`config.mk`:
```
export PLATFORM = sky130hd
export DESIGN_NAME = mips_mc_ctrl
export DESIGN_NICKNAME = d
export VERILOG_FILES = /design/src/rtl/mips_ctrl_pkg.sv /design/src/rtl/mips_func_dec.sv /design/src/rtl/mips_mc_ctrl.sv
export SDC_FILE = /design/constraint.sdc
export NUM_CORES = 1
export LEC_CHECK = 0
export CORE_MARGIN = 10
export CORE_UTILIZATION = 30
export CTS_CLUSTER_DIAMETER = 40
export DETAILED_ROUTE_END_ITERATION = 7
export SLEW_MARGIN = 20
export SYNTH_ARGS = -nofsm -noshare
export SYNTH_HDL_FRONTEND = slang
export SYNTH_SLANG_ARGS = --single-unit
export TNS_END_PERCENT = 5
```
`constraint.sdc`:
```
create_clock -name clk -period 2.58 [get_ports clk]
set_input_delay 0.516 -clock clk [delete_from_list [all_inputs] [get_ports clk]]
set_output_delay 0.516 -clock clk [all_outputs]
set_load 0.03 [all_outputs]
```
`src/rtl/mips_ctrl_pkg.sv`:
```
`default_nettype none
// ============================================================================
//  Module   : mips_ctrl_pkg
//  Purpose  : Shared encodings for the MIPS multi-cycle controller: state
//             codes, ALU operation codes, opcode/funct values and datapath
//             mux encodings.
//  Revision : 1.0 - initial release
// ============================================================================
package mips_ctrl_pkg;

  // Controller state codes
  typedef logic [3:0] state_t;
  localparam state_t ST_FETCH  = 4'd0;
  localparam state_t ST_DECODE = 4'd1;
  localparam state_t ST_EXEC_R = 4'd2;
  localparam state_t ST_EXEC_I = 4'd3;
  localparam state_t ST_ADDR   = 4'd4;
  localparam state_t ST_MEM_RD = 4'd5;
  localparam state_t ST_MEM_WR = 4'd6;
  localparam state_t ST_WB_R   = 4'd7;
  localparam state_t ST_WB_I   = 4'd8;
  localparam state_t ST_WB_MEM = 4'd9;
  localparam state_t ST_BRANCH = 4'd10;
  localparam state_t ST_JUMP   = 4'd11;
  localparam state_t ST_TRAP   = 4'd12;

  // ALU operation codes
  localparam logic [5:0] ALU_ADD  = 6'h02;
  localparam logic [5:0] ALU_SUB  = 6'h04;
  localparam logic [5:0] ALU_AND  = 6'h08;
  localparam logic [5:0] ALU_OR   = 6'h10;
  localparam logic [5:0] ALU_NOR  = 6'h20;
  localparam logic [5:0] ALU_NAND = 6'h03;
  localparam logic [5:0] ALU_SLTU = 6'h05;
  localparam logic [5:0] ALU_SLT  = 6'h09;
  localparam logic [5:0] ALU_XOR  = 6'h11;

  // Opcodes (IR[31:26])
  localparam logic [5:0] OP_RTYPE = 6'h00;
  localparam logic [5:0] OP_J     = 6'h02;
  localparam logic [5:0] OP_BEQ   = 6'h04;
  localparam logic [5:0] OP_BNE   = 6'h05;
  localparam logic [5:0] OP_ADDI  = 6'h08;
  localparam logic [5:0] OP_ADDIU = 6'h09;
  localparam logic [5:0] OP_SLTI  = 6'h0A;
  localparam logic [5:0] OP_SLTIU = 6'h0B;
  localparam logic [5:0] OP_ANDI  = 6'h0C;
  localparam logic [5:0] OP_ORI   = 6'h0D;
  localparam logic [5:0] OP_XORI  = 6'h0E;
  localparam logic [5:0] OP_LW    = 6'h23;
  localparam logic [5:0] OP_SW    = 6'h2B;

  // R-type funct codes (IR[5:0])
  localparam logic [5:0] FN_ADD  = 6'h20;
  localparam logic [5:0] FN_ADDU = 6'h21;
  localparam logic [5:0] FN_SUB  = 6'h22;
  localparam logic [5:0] FN_SUBU = 6'h23;
  localparam logic [5:0] FN_AND  = 6'h24;
  localparam logic [5:0] FN_OR   = 6'h25;
  localparam logic [5:0] FN_XOR  = 6'h26;
  localparam logic [5:0] FN_NOR  = 6'h27;
  localparam logic [5:0] FN_SLT  = 6'h2A;
  localparam logic [5:0] FN_SLTU = 6'h2B;

  // PC mux select
  localparam logic [1:0] PC_SRC_ALU    = 2'd0;
  localparam logic [1:0] PC_SRC_ALUOUT = 2'd1;
  localparam logic [1:0] PC_SRC_JUMP   = 2'd2;
  localparam logic [1:0] PC_SRC_EXC    = 2'd3;

  // ALU B operand select
  localparam logic [1:0] SRCB_RT      = 2'd0;
  localparam logic [1:0] SRCB_FOUR    = 2'd1;
  localparam logic [1:0] SRCB_IMM     = 2'd2;
  localparam logic [1:0] SRCB_IMM_SH2 = 2'd3;

endpackage
`default_nettype wire

```
`src/rtl/mips_func_dec.sv`:
```
`default_nettype none
// ============================================================================
//  Module   : mips_func_dec
//  Purpose  : Combinational instruction classifier. Maps (opcode, funct) to
//             the ALU operation, immediate extension mode, whether the
//             operation is a signed add/sub that may trap on overflow, and
//             whether the instruction is implemented at all.
//  Revision : 1.0 - initial release
// ============================================================================
module mips_func_dec
  import mips_ctrl_pkg::*;
(
  input  logic [5:0] opcode,
  input  logic [5:0] funct,
  output logic [5:0] alu_func,
  output logic       ext_sign,
  output logic       ovf_chk,
  output logic       legal
);

  // Decode table; anything not listed is illegal and falls back to ADD
  always_comb begin
    alu_func = ALU_ADD;
    ext_sign = 1'b1;
    ovf_chk  = 1'b0;
    legal    = 1'b0;
    case (opcode)
      OP_RTYPE: begin
        legal = 1'b1;
        case (funct)
          FN_ADD:  begin alu_func = ALU_ADD; ovf_chk = 1'b1; end
          FN_ADDU: alu_func = ALU_ADD;
          FN_SUB:  begin alu_func = ALU_SUB; ovf_chk = 1'b1; end
          FN_SUBU: alu_func = ALU_SUB;
          FN_AND:  alu_func = ALU_AND;
          FN_OR:   alu_func = ALU_OR;
          FN_XOR:  alu_func = ALU_XOR;
          FN_NOR:  alu_func = ALU_NOR;
          FN_SLT:  alu_func = ALU_SLT;
          FN_SLTU: alu_func = ALU_SLTU;
          default: legal = 1'b0;
        endcase
      end
      OP_ADDI:  begin legal = 1'b1; alu_func = ALU_ADD; ovf_chk = 1'b1; end
      OP_ADDIU: begin legal = 1'b1; alu_func = ALU_ADD; end
      OP_SLTI:  begin legal = 1'b1; alu_func = ALU_SLT; end
      OP_SLTIU: begin legal = 1'b1; alu_func = ALU_SLTU; end
      OP_ANDI:  begin legal = 1'b1; alu_func = ALU_AND; ext_sign = 1'b0; end
      OP_ORI:   begin legal = 1'b1; alu_func = ALU_OR;  ext_sign = 1'b0; end
      OP_XORI:  begin legal = 1'b1; alu_func = ALU_XOR; ext_sign = 1'b0; end
      OP_LW, OP_SW, OP_BEQ, OP_BNE, OP_J: legal = 1'b1;
      default: legal = 1'b0;
    endcase
  end

endmodule
`default_nettype wire

```
`src/rtl/mips_mc_ctrl.sv`:
```
`default_nettype none
// ============================================================================
//  Module   : mips_mc_ctrl
//  Purpose  : Multi-cycle MIPS control FSM. Sequences fetch, decode, execute,
//             memory and writeback, drives all datapath enables/selects and
//             the req/ack handshake to the unified memory.
//  Config   : CTRL_OVF_TRAP_EN - when defined, signed add/sub/addi that
//             overflow trap instead of writing back.
//  Revision : 1.0 - initial release
// ============================================================================
module mips_mc_ctrl
  import mips_ctrl_pkg::*;
#(
  parameter logic [31:0] EXC_VEC = 32'h0000_0180
)(
  input  logic       clk,
  input  logic       rst_n,
  input  logic [5:0] opcode,
  input  logic [5:0] funct,
  input  logic       alu_zero,
  input  logic       alu_ov,
  input  logic       mem_ack,
  output logic       mem_req,
  output logic       mem_we,
  output logic       iord,
  output logic       ir_we,
  output logic       pc_we,
  output logic [1:0] pc_src,
  output logic       reg_we,
  output logic       reg_dst,
  output logic       mem_to_reg,
  output logic       alu_src_a,
  output logic [1:0] alu_src_b,
  output logic       ext_sign,
  output logic [5:0] alu_func,
  output logic       exc
);

  state_t     state_q, state_d;
  logic [5:0] dec_func;
  logic       dec_ext, dec_ovf_chk, dec_legal;
  logic       ovf_trap;

  // Raw Moore/qualified outputs before the reset gate
  logic       mem_req_c, mem_we_c, iord_c, ir_we_c, pc_we_c;
  logic [1:0] pc_src_c, alu_src_b_c;
  logic       reg_we_c, reg_dst_c, mem_to_reg_c, alu_src_a_c, ext_sign_c, exc_c;
  logic [5:0] alu_func_c;

  // EXC_VEC is consumed by the datapath PC mux, not by this block
  logic [31:0] unused_exc_vec;
  assign unused_exc_vec = EXC_VEC;

  mips_func_dec u_func_dec (
    .opcode   (opcode),
    .funct    (funct),
    .alu_func (dec_func),
    .ext_sign (dec_ext),
    .ovf_chk  (dec_ovf_chk),
    .legal    (dec_legal)
  );

`ifdef CTRL_OVF_TRAP_EN
  assign ovf_trap = dec_ovf_chk & alu_ov;
`else
  // Overflow is ignored: signed forms behave as their unsigned twins
  logic unused_ovf;
  assign unused_ovf = dec_ovf_chk ^ alu_ov;
  assign ovf_trap   = 1'b0;
`endif

  // State register, returns to FETCH on reset
  always_ff @(posedge clk or negedge rst_n) begin
    if (!rst_n) state_q <= ST_FETCH;
    else        state_q <= state_d;
  end

  // Next-state and output decode
  always_comb begin
    state_d      = state_q;
    mem_req_c    = 1'b0;
    mem_we_c     = 1'b0;
    iord_c       = 1'b0;
    ir_we_c      = 1'b0;
    pc_we_c      = 1'b0;
    pc_src_c     = PC_SRC_ALU;
    reg_we_c     = 1'b0;
    reg_dst_c    = 1'b0;
    mem_to_reg_c = 1'b0;
    alu_src_a_c  = 1'b0;
    alu_src_b_c  = SRCB_RT;
    ext_sign_c   = 1'b0;
    alu_func_c   = ALU_ADD;
    exc_c        = 1'b0;
    case (state_q)
      ST_FETCH: begin
        mem_req_c   = 1'b1;
        alu_src_b_c = SRCB_FOUR;
        if (mem_ack) begin
          ir_we_c  = 1'b1;
          pc_we_c  = 1'b1;
          pc_src_c = PC_SRC_ALU;
          state_d  = ST_DECODE;
        end
      end
      ST_DECODE: begin
        // Speculative branch target into ALUOut
        alu_src_b_c = SRCB_IMM_SH2;
        if (!dec_legal) begin
          state_d = ST_TRAP;
        end else begin
          case (opcode)
            OP_RTYPE:      state_d = ST_EXEC_R;
            OP_J:          state_d = ST_JUMP;
            OP_BEQ, OP_BNE: state_d = ST_BRANCH;
            OP_LW, OP_SW:  state_d = ST_ADDR;
            default:       state_d = ST_EXEC_I;
          endcase
        end
      end
      ST_EXEC_R: begin
        alu_src_a_c = 1'b1;
        alu_src_b_c = SRCB_RT;
        alu_func_c  = dec_func;
        state_d     = ovf_trap ? ST_TRAP : ST_WB_R;
      end
      ST_EXEC_I: begin
        alu_src_a_c = 1'b1;
        alu_src_b_c = SRCB_IMM;
        ext_sign_c  = dec_ext;
        alu_func_c  = dec_func;
        state_d     = ovf_trap ? ST_TRAP : ST_WB_I;
      end
      ST_WB_R: begin
        reg_we_c  = 1'b1;
        reg_dst_c = 1'b1;
        state_d   = ST_FETCH;
      end
      ST_WB_I: begin
        reg_we_c = 1'b1;
        state_d  = ST_FETCH;
      end
      ST_ADDR: begin
        alu_src_a_c = 1'b1;
        alu_src_b_c = SRCB_IMM;
        ext_sign_c  = 1'b1;
        state_d     = (opcode == OP_LW) ? ST_MEM_RD : ST_MEM_WR;
      end
      ST_MEM_RD: begin
        mem_req_c = 1'b1;
        iord_c    = 1'b1;
        if (mem_ack) state_d = ST_WB_MEM;
      end
      ST_MEM_WR: begin
        mem_req_c = 1'b1;
        mem_we_c  = 1'b1;
        iord_c    = 1'b1;
        if (mem_ack) state_d = ST_FETCH;
      end
      ST_WB_MEM: begin
        reg_we_c     = 1'b1;
        mem_to_reg_c = 1'b1;
        state_d      = ST_FETCH;
      end
      ST_BRANCH: begin
        alu_src_a_c = 1'b1;
        alu_src_b_c = SRCB_RT;
        alu_func_c  = ALU_SUB;
        pc_src_c    = PC_SRC_ALUOUT;
        pc_we_c     = (opcode == OP_BEQ) ? alu_zero : ~alu_zero;
        state_d     = ST_FETCH;
      end
      ST_JUMP: begin
        pc_src_c = PC_SRC_JUMP;
        pc_we_c  = 1'b1;
        state_d  = ST_FETCH;
      end
      ST_TRAP: begin
        exc_c    = 1'b1;
        pc_src_c = PC_SRC_EXC;
        pc_we_c  = 1'b1;
        state_d  = ST_FETCH;
      end
      default: state_d = ST_FETCH;
    endcase
  end

  // Outputs are forced low for as long as reset is held, so an in-flight
  // memory request drops without waiting for a clock edge
  assign mem_req    = rst_n & mem_req_c;
  assign mem_we     = rst_n & mem_we_c;
  assign iord       = rst_n & iord_c;
  assign ir_we      = rst_n & ir_we_c;
  assign pc_we      = rst_n & pc_we_c;
  assign pc_src     = pc_src_c & {2{rst_n}};
  assign reg_we     = rst_n & reg_we_c;
  assign reg_dst    = rst_n & reg_dst_c;
  assign mem_to_reg = rst_n & mem_to_reg_c;
  assign alu_src_a  = rst_n & alu_src_a_c;
  assign alu_src_b  = alu_src_b_c & {2{rst_n}};
  assign ext_sign   = rst_n & ext_sign_c;
  assign alu_func   = alu_func_c & {6{rst_n}};
  assign exc        = rst_n & exc_c;

endmodule
`default_nettype wire

```
==> flow_summary.yaml <==
run_status:
  status: "finished, violations left"
  violations: "setup timing"
floorplanning:
  die_x_um: 79.05
  fp.coreArea_um2: 3363
  row_count: 21
  dieArea_um2: 6249
  die_y_um: 79.05
  start_util_pct: 31.10
  io_pins: 38
route:
  antenna_left: 0
  dr.pass1.iters: 4
  vias: 1299
  vias_per_cell: 5.324
  routed_wl_mm: 3.607
  drc: 0
  wl_per_cell_um: 14.78
  first_iter_violations: 108
cts:
  cts_tree: "built"
  clkSinkCount: 4
  clock_path_buffers: 2
  clockRootBuffer: "clkbuf_4"
  cts_buffers: 3
  clk_pin_slew_ns: 0.04
  clk_latency_ns: 0.24
  cts_max_level: 1
final_layout:
  area_growth_pct: 42.34
  regArea_um2: 100.1
  diodes: 0
  top_regs: "state_q x4"
  finalNonFillerCells: 244
  layout.nets: 217
  fill_cells: 370
  multi_input_area_um2: 792.0
  largest_register: "state_q"
  largest_register_ffs: 4
  utilization_pct: 44.27
  drive_gt1_share_pct: 32.83
critical_path:
  r2r-end: "state_q[0]"
  required_ns: 2.06
  critPathLaunchType: "primary input"
  cp_slowest_stage_delay_ns: 0.56
  r2r_start: "state_q[0]"
  r2r_slack_ns: 0.92
  r2r_cells: 3
  path_cells: "buf_6, or4_4, nor4_4, nand4_1, a21oi_1, buf_4"
  end_kind: "output port"
  crit_fanout: 5
  crit_arrival_ns: 2.07
  slowest_stage: "or4_4"
  path_class: "primary input to output port"
sta:
  rsz0062_at_grt: "true"
  max_freq_mhz: 387.2
  min_period_ns: 2.583
  fin_tns_setup_ns: -0.002620
  setup_viol: 1
  worst_pin_slew_ns: 0.4404
  clock_skew_ns: 0.006716
  finalHoldViolCount: 0
  report.final.slew_viol_count: 0
  fin_crit_sh_pct: 100.1
  fin_ws_ns: -0.002620
  slew_headroom_pct: 69.88
  fin_hold_ws_ns: 0.6782
placed_design:
  dp_cells: 238
  portBuffers: 36
  dpl.hpwl_mm: 2.938
  dp_slack_ns: -0.3047
  gp_congestion: 0.8413
hold_path:
  hold_class: "primary input to asynchronous set/reset pin"
synthesis:
  ys_ff_latch: 4
  ys_async_sr_fraction_pct: 100.0
  synth_fa_ha_area_share_pct: 0
  synth_cells: 148
  synth_fp_nets: 165
  synth_edf_count: 0
  synth_top_family_by_area: "simple AND/OR/NAND/NOR gates"
  synthFlopType: "dfrtp_1"
  avgSynthCellArea_um2: 7.068
  synth_warnings: 0
  synthXorXnorAreaFrac_pct: 3.349
  synth_compound_area_share_pct: 30.26
  synth_area_um2: 1046
  synth.area.mux_share_pct: 0
  synth_cell_types: 51
  synth-seq-area-share_pct: 9.569
  synth_simple_gate_area_share_pct: 41.15
global_routing:
  first_global_vias: 1266
  grt_first_pass_wirelength_mm: 6.023
  grt_use_total_pct: 11.13
  grt_max_degree: 16
  grt_overflow: 0
  antenna_found_initial: 0
pwr:
  peakVddDrop_mv: 0.3079
  power_density_nw_per_um2: 675.8
  p_leak_nw: 0.6550
flow_run:
  cap_violations: 0
## Yosys cell counts, types with 2 or more instances
master / number / share of area, %
a21oi_1: 13 / 6.2
and2b_2: 3 / 2.5
and3_1: 3 / 1.8
buf_6: 2 / 2.2
clkbuf_1: 3 / 1.1
clkbuf_8: 7 / 9.2
dfrtp_1: 4 / 9.6
inv_1: 9 / 3.2
nand2_1: 10 / 3.6
nand2b_1: 8 / 4.8
nand3_1: 6 / 2.9
nand4_1: 2 / 1.2
nor2_1: 11 / 3.9
nor2b_1: 4 / 2.4
nor3_1: 6 / 2.9
nor3b_1: 4 / 2.9
nor4_1: 4 / 2.4
o21ai_0: 10 / 4.8
o2bb2ai_1: 2 / 1.7
o32ai_1: 2 / 1.7
or3_1: 3 / 1.8
xor2_1: 3 / 2.5
## logic make-up (layout without fill, tap and decap cells)
| kind of cell | count (synthesis) | after routing |
|---|---|---|
| simple gates | 73 | 73 |
| compound gates | 46 | 46 |
| buf+inv | 21 | 71 |
| xor+xnor | 4 | 4 |
| flops | 4 | 4 |
## through the flow
step | power [mW] | area [µm²]
6_report | 1.006 | 1489
5_1_grt | 1.084 | 1489
4_1_cts | 1.004 | 1445
3_5_place_dp | 0.9237 | 1431
3_3_place_gp | 0.9078 | 1431
2_1_floorplan | 0.7388 | 1046
## worst max path at each step
| stage | slack (ns) | start | endpoint |
|---|---|---|---|
| finish | -0.003 | opcode[0] | alu_func[4] |
| global placement | -0.26 | opcode[0] | alu_func[4] |
| global route | -0.07 | opcode[0] | alu_func[2] |
| CTS | -0.01 | opcode[1] | alu_func[4] |
| floorplan | -0.02 | opcode[4] | alu_func[4] |
| detailed placement | -0.30 | opcode[0] | alu_func[4] |
## critical path: cells and delay by family
family | cells | cell delay, ns
and+or+nand+nor | 3 | 1.14
buffers and inverters | 2 | 0.27
AOI/OAI and AO/OA | 1 | 0.15
## layout make-up
| class | count | area share [%] |
|---|---|---|
| multi-input cells | 123 | 53.19 |
| repair buffers | 59 | 32.44 |
| flip-flops and latches | 4 | 6.723 |
| well taps | 46 | 3.866 |
| inverters | 9 | 2.269 |
| clock buffers | 3 | 1.513 |
## what timing repair did
item                                   in CTS  in global routing
pin swaps                                   5                  8
cloned                                      0                  0
endpoints found under the hold margin       0                  0
setup buffers                               0                  3
hold buffers                                0                  0
setup endpoints to repair                   8                  6
resized for setup                          21                  6
## report_power, final
| part | switching, mW | total (mW) | leakage, nW | internal (mW) |
|---|---|---|---|---|
| Clock | 0.0298 | 0.0821 | 0.0138 | 0.0523 |
| Combinational | 0.426 | 0.746 | 0.591 | 0.320 |
| Sequential | 0.0855 | 0.178 | 0.0504 | 0.0922 |
| Total | 0.541 | 1.01 | 0.655 | 0.465 |
## placed cells by master, fill, tap and decap left out, drive strengths merged, types with 4 or more instances in the layout
cell,instances
dfrtp,4
o21ai,10
nor2,11
nor3b,4
nand2b,8
nand3,6
inv,9
clkdlybuf4s50,7
nor4,5
buf,48
nor2b,4
nand2,10
nor3,6
a21oi,13
## metal layers
| layer | GRT usage [%] | part of all wire, % | routed length [µm] | up-vias |
|---|---|---|---|---|
| li1 | - | - | - | 651 |
| met1 | 13.74 | 43 | 1553 | 603 |
| met2 | 19.25 | 50 | 1810 | 40 |
| met3 | 1.689 | 5.7 | 204 | 5 |
| met4 | 3.405 | 1.1 | 38 | 0 |
| met5 | 0 | 0 | 0 | - |
Power figures use the tool's default switching activity.
